--- config.mk ---
export PLATFORM = sky130hd
export DESIGN_NAME = mips_fetch_sequencer
export DESIGN_NICKNAME = d
export VERILOG_FILES = /design/src/rtl/mips_cpu_pkg.sv /design/src/rtl/mips_fetch_watchdog.sv /design/src/rtl/mips_fetch_sequencer.sv
export SDC_FILE = /design/constraint.sdc
export NUM_CORES = 1
export LEC_CHECK = 0
export CORE_MARGIN = 8
export CORE_UTILIZATION = 32
export CTS_CLUSTER_DIAMETER = 80
export DETAILED_ROUTE_END_ITERATION = 7
export PLACE_DENSITY = 0.76
export SYNTH_ARGS = -nofsm -noshare
export SYNTH_HDL_FRONTEND = slang
export SYNTH_SLANG_ARGS = --single-unit
export TNS_END_PERCENT = 100
--- constraint.sdc ---
create_clock -name clk -period 1.8 [get_ports clk]
set_input_delay 0.18 -clock clk [delete_from_list [all_inputs] [get_ports clk]]
set_output_delay 0.18 -clock clk [all_outputs]
set_load 0.05 [all_outputs]
--- src/rtl/mips_cpu_pkg.sv ---
// Shared MIPS core types and constants: fetch sequencer state encoding,
// default halt address and the PC block's reset vector.
package mips_cpu_pkg;

    localparam int unsigned WORD_W = 32;

    localparam logic [WORD_W-1:0] HALT_ADDR_DEFAULT = 32'h0000_0000;
    localparam logic [WORD_W-1:0] RESET_VECTOR      = 32'hBFC0_0000;

    typedef enum logic [1:0] {
        FETCH = 2'd0,
        EXEC  = 2'd1,
        HALT  = 2'd2
    } fetch_state_t;

endpackage

--- src/rtl/mips_fetch_watchdog.sv ---
// Fetch wait watchdog: counts consecutive waitrequest cycles and raises a sticky fault.
// Only built when MIPS_FETCH_WATCHDOG_EN is defined.
`ifdef MIPS_FETCH_WATCHDOG_EN
module mips_fetch_watchdog #(
    parameter int unsigned WDOG_LIMIT = 255
) (
    input  logic clk,
    input  logic rst,
    input  logic i_wait,
    input  logic i_accept,
    output logic o_trip_c,
    output logic o_fault
);
    localparam int unsigned CNT_W = (WDOG_LIMIT > 255) ? $clog2(WDOG_LIMIT + 1) : 8;

    logic [CNT_W-1:0] r_cnt;
    logic             r_fault;

    // Trip on the wait cycle that brings the count up to the limit.
    assign o_trip_c = i_wait && (r_cnt == CNT_W'(WDOG_LIMIT - 1));
    assign o_fault  = r_fault;

    always_ff @(posedge clk or posedge rst) begin
        if (rst) begin
            r_cnt   <= '0;
            r_fault <= 1'b0;
        end else begin
            if (i_accept) begin
                r_cnt <= '0;
            end else if (i_wait) begin
                r_cnt <= r_cnt + CNT_W'(1);
            end
            if (o_trip_c) begin
                r_fault <= 1'b1;
            end
        end
    end

endmodule
`endif

--- src/rtl/mips_fetch_sequencer.sv ---
// Multi-cycle fetch/execute sequencer: fetch handshake, PC strobes with one branch-delay slot,
// halt on redirect to HALT_ADDR. Optional fetch watchdog via MIPS_FETCH_WATCHDOG_EN.
module mips_fetch_sequencer
    import mips_cpu_pkg::*;
#(
    parameter logic [WORD_W-1:0] HALT_ADDR  = HALT_ADDR_DEFAULT,
    parameter int unsigned       WDOG_LIMIT = 255
) (
    input  logic              clk,
    input  logic              rst,
    input  logic [WORD_W-1:0] pc,
    output logic [WORD_W-1:0] instr_address,
    output logic              instr_read,
    input  logic              instr_waitrequest,
    input  logic [WORD_W-1:0] instr_readdata,
    output logic [WORD_W-1:0] instr,
    output logic              exec,
    input  logic              stall_ex,
    input  logic              branch_taken,
    input  logic [WORD_W-1:0] branch_target,
    output logic              pc_en,
    output logic              pc_load,
    output logic [WORD_W-1:0] pc_load_value,
    output logic              active,
    output logic              fault
);
    fetch_state_t      r_state;
    logic              r_delay_pending;
    logic [WORD_W-1:0] r_target;
    logic [WORD_W-1:0] r_instr;

    logic              w_fetch;
    logic              w_wait;
    logic              w_accept;
    logic              w_wdog_trip;

    assign w_fetch  = (r_state == FETCH);
    assign w_wait   = w_fetch && instr_waitrequest;
    assign w_accept = w_fetch && !instr_waitrequest;

`ifdef MIPS_FETCH_WATCHDOG_EN
    mips_fetch_watchdog #(
        .WDOG_LIMIT (WDOG_LIMIT)
    ) u_wdog (
        .clk      (clk),
        .rst      (rst),
        .i_wait   (w_wait),
        .i_accept (w_accept),
        .o_trip_c (w_wdog_trip),
        .o_fault  (fault)
    );
`else
    logic w_unused_wdog;
    assign w_unused_wdog = ^{w_wait, WDOG_LIMIT};
    assign w_wdog_trip   = 1'b0;
    assign fault         = 1'b0;
`endif

    // Request is killed by rst itself so a mid-fetch reset drops it without waiting for an edge.
    assign instr_address = pc;
    assign instr_read    = w_fetch && !rst;
    assign instr         = r_instr;
    assign exec          = (r_state == EXEC);
    assign pc_en         = exec && !stall_ex;
    assign pc_load       = pc_en && r_delay_pending;
    assign pc_load_value = r_target;
    assign active        = (r_state != HALT);

    always_ff @(posedge clk or posedge rst) begin
        if (rst) begin
            r_state         <= FETCH;
            r_delay_pending <= 1'b0;
            r_target        <= '0;
            r_instr         <= '0;
        end else begin
            case (r_state)
                FETCH: begin
                    if (w_wdog_trip) begin
                        r_state <= HALT;
                    end else if (!instr_waitrequest) begin
                        r_instr <= instr_readdata;
                        r_state <= EXEC;
                    end
                end
                EXEC: begin
                    if (!stall_ex) begin
                        r_state <= FETCH;
                        // A pending redirect outranks any branch seen in the delay slot.
                        if (r_delay_pending) begin
                            r_delay_pending <= 1'b0;
                            if (r_target == HALT_ADDR) begin
                                r_state <= HALT;
                            end
                        end else if (branch_taken) begin
                            r_delay_pending <= 1'b1;
                            r_target        <= branch_target;
                        end
                    end
                end
                HALT: begin
                    r_state <= HALT;
                end
                default: begin
                    r_state <= FETCH;
                end
            endcase
        end
    end

endmodule

==> metrics <==
synthesized area per cell 15.21 um2; WL met3 1014 um; post-synth cell types 21; cell count after synthesis 197; Worst Reg2Reg Path Length in Cells 5; Peak VDD IR 1005 uV; Hold WC Path Type in2async; worst setup path startpoint pc_load_value[29]; final total power 8.052 mW; initial drt markers 51; RR Endpoint pc_load_value[13]; status finished clean; Final setup violation count 0; FF+latch count, synth 67; Max Slew Vio Count 0; number of buffers added on ports 137; Crit path required time 1620 ps; final hold vios 0; GPL Wtd Cong 0.7438; DP HPWL 6301 um; min Tclk post-route 1739 ps; vias in the first global route 2298; WP buf/inv 1; total clock sinks 67; Max Fclk 0.5749 GHz; wire per inst 18.09 um; Setup Crit Path Kind reg2out; synthesized net count 298; share of cells above drive strength 1 32.60%; global-route wire length before repair 12440 um; Clock Latency Late Sink 330 ps; Critical Path End pc_load_value[29]; Tcrit/Tclk final 96.63%; Critical Path Max Stage Delay 830 ps; Worst-Margin Slew 543.3 ps; CTS tree built; Root Buffer Master clkbuf_8; Post-CTS Hold Buffers 0; residual DRC count 0; die area 0.01272 mm2; delay-heaviest family, CP buffers and inverters; die width 112.8 um; clock buffer depth 2; pre-CTS setup slack 181.0 ps; vias 2006; GR Overflow Total 0; WL met2 3604 um; Leakage 1.970 nW; first drt pass iteration count 3; Die Span Y 112.8 um; Yosys Warn Count 0; ANT cells 0; Worst-path clk slew 80 ps; Reg2Reg Setup Slack 270 ps; setup repair after global routing missed its margin no; placeable core area 0.009153 mm2; total negative slack 0 ps; # IOs 203; Routed WL 7780 um; Worst slew margin 63.67%; post-route ant nets 0; max layer used met4; Final Skew 9.109 ps; critical path cell sequence clkdlybuf4s50_1; Worst Path Arrival 1560 ps; WP depth 1; Critical Path Start Type flip-flop; max_cap viols 0; Post-Syn Area 0.002997 mm2; fin nets 415; crit path max fanout 3; clock buffer count from CTS 9; wire length on met1 2900 um; H-tree levels 3; Final WS setup 60.58 ps; via density per instance 4.665; row count 35; source of the worst register-to-register timing path r_state[0]; synthesis-to-layout area growth 51.36%; hold slack 326.7 ps; Critical Path Slowest Stage Cell clkdlybuf4s50_1; largest net degree at the start of global routing 38; Total Routing Usage GR 12.59%; Power per Cell Area 1775 mW/mm2; Starting Density 32.74%; Seq/Total Area, Yosys 55.95%; initial antenna violation count 0; nature of the critical path endpoint output port
placed cells by master, fill, tap and decap left out:
cell / netlist / routed
nand2b_4: 1 / 1
mux2_4: 29 / 29
clkdlybuf4s50_1: 0 / 126
bufinv_16: 0 / 1
buf_4: 36 / 11
o21ai_0: 2 / 2
nor3_1: 4 / 3
nor4b_1: 1 / 1
o2111ai_1: 1 / 1
clkbuf_8: 0 / 9
dfrtp_1: 67 / 67
nor4_1: 6 / 6
buf_12: 0 / 7
mux2_2: 35 / 35
and4_1: 1 / 1
nor3_4: 0 / 1
nand3_4: 1 / 1
inv_1: 3 / 2
conb_1: 1 / 1
nand3_1: 1 / 1
nor2_4: 1 / 1
nor3_2: 1 / 1
clkinv_2: 0 / 3
clkinvlp_4: 0 / 3
nand2b_1: 1 / 1
a21o_1: 1 / 1
clkinv_4: 0 / 1
nor2b_1: 1 / 1
dlymetal6s2s_1: 0 / 1
cell type report:
class                   count  area, um2
fillers                   831       4617
multi-input cells          88       1016
repair buffers            145       1496
clock inverters             7      68.82
flip-flops and latches     67       1677
inverters                   3      15.01
clock buffers               9      123.9
well taps                 111      138.9
cell families after synthesis:
| family | synth area share, % |
|---|---|
| simple gates | 4.844 |
| compound gates | 0.8770 |
| flops | 55.95 |
| other cells | 0.1251 |
| buf+inv | 10.52 |
| mux | 27.68 |
synthesized netlist by cell type:
master	instances	area (um2)
buf_6	3	33.78
dfrtp_1	67	1677
buf_4	36	270.3
a21o_1	1	7.510
and4_1	1	8.760
nand3_1	1	5.000
nor4_1	6	37.54
mux2_4	29	435.4
mux2_2	35	394.1
nor3_2	1	10.01
nor3_1	4	20.02
inv_1	3	11.26
o2111ai_1	1	8.760
nor2b_1	1	6.260
nor4b_1	1	8.760
conb_1	1	3.750
nand3_4	1	17.52
nor2_4	1	11.26
o21ai_0	2	10.01
nand2b_1	1	6.260
nand2b_4	1	13.76
tightest hold or removal path: stages:
cell	delay, ps
clkdlybuf4s50_1	460
clkinvlp_4	100
buf_4	340
repair_timing:
item / CTS / global route
resized for setup: 0 / 1
endpoints found under the setup margin: 0 / 1
buffers inserted: 0 / 0
state kept, by name, summed over array words and instances (netlist names):
name	flops
r_state	2
r_delay_pending	1
instr	32
pc_load_value	32
power breakdown:
group | internal (mW) | leakage [nW] | total (mW) | switching (mW)
Combinational | 1.74 | 1.08 | 4.35 | 2.62
Clock | 0.634 | 0.0950 | 1.21 | 0.573
Sequential | 2.07 | 0.793 | 2.49 | 0.424
Total | 4.44 | 1.97 | 8.05 | 3.61
stage by stage:
step,std cells,utilization (%),instance area [um2]
after detailed placement,414,47.42,4340
after floorplan,197,-,3005
after global routing,430,49.56,4536
after CTS,430,49.53,4533
final,430,49.56,4536
after global placement,414,47.42,4340
per-layer routing:
layer  vias to the layer above  track usage [%]
li1                        889                -
met1                       968            12.88
met2                       121            19.95
met3                        28            7.082
met4                         0            7.194
met5                         -                0
worst min path at each step:
stage	end	start
floorplan	r_state[0]	stall_ex
global placement	instr_address[1]	pc[1]
detailed placement	instr_address[1]	pc[1]
CTS	instr[26]	rst
global route	pc_load_value[19]	rst
finish	pc_load_value[19]	rst
Power figures use the tool's default switching activity.
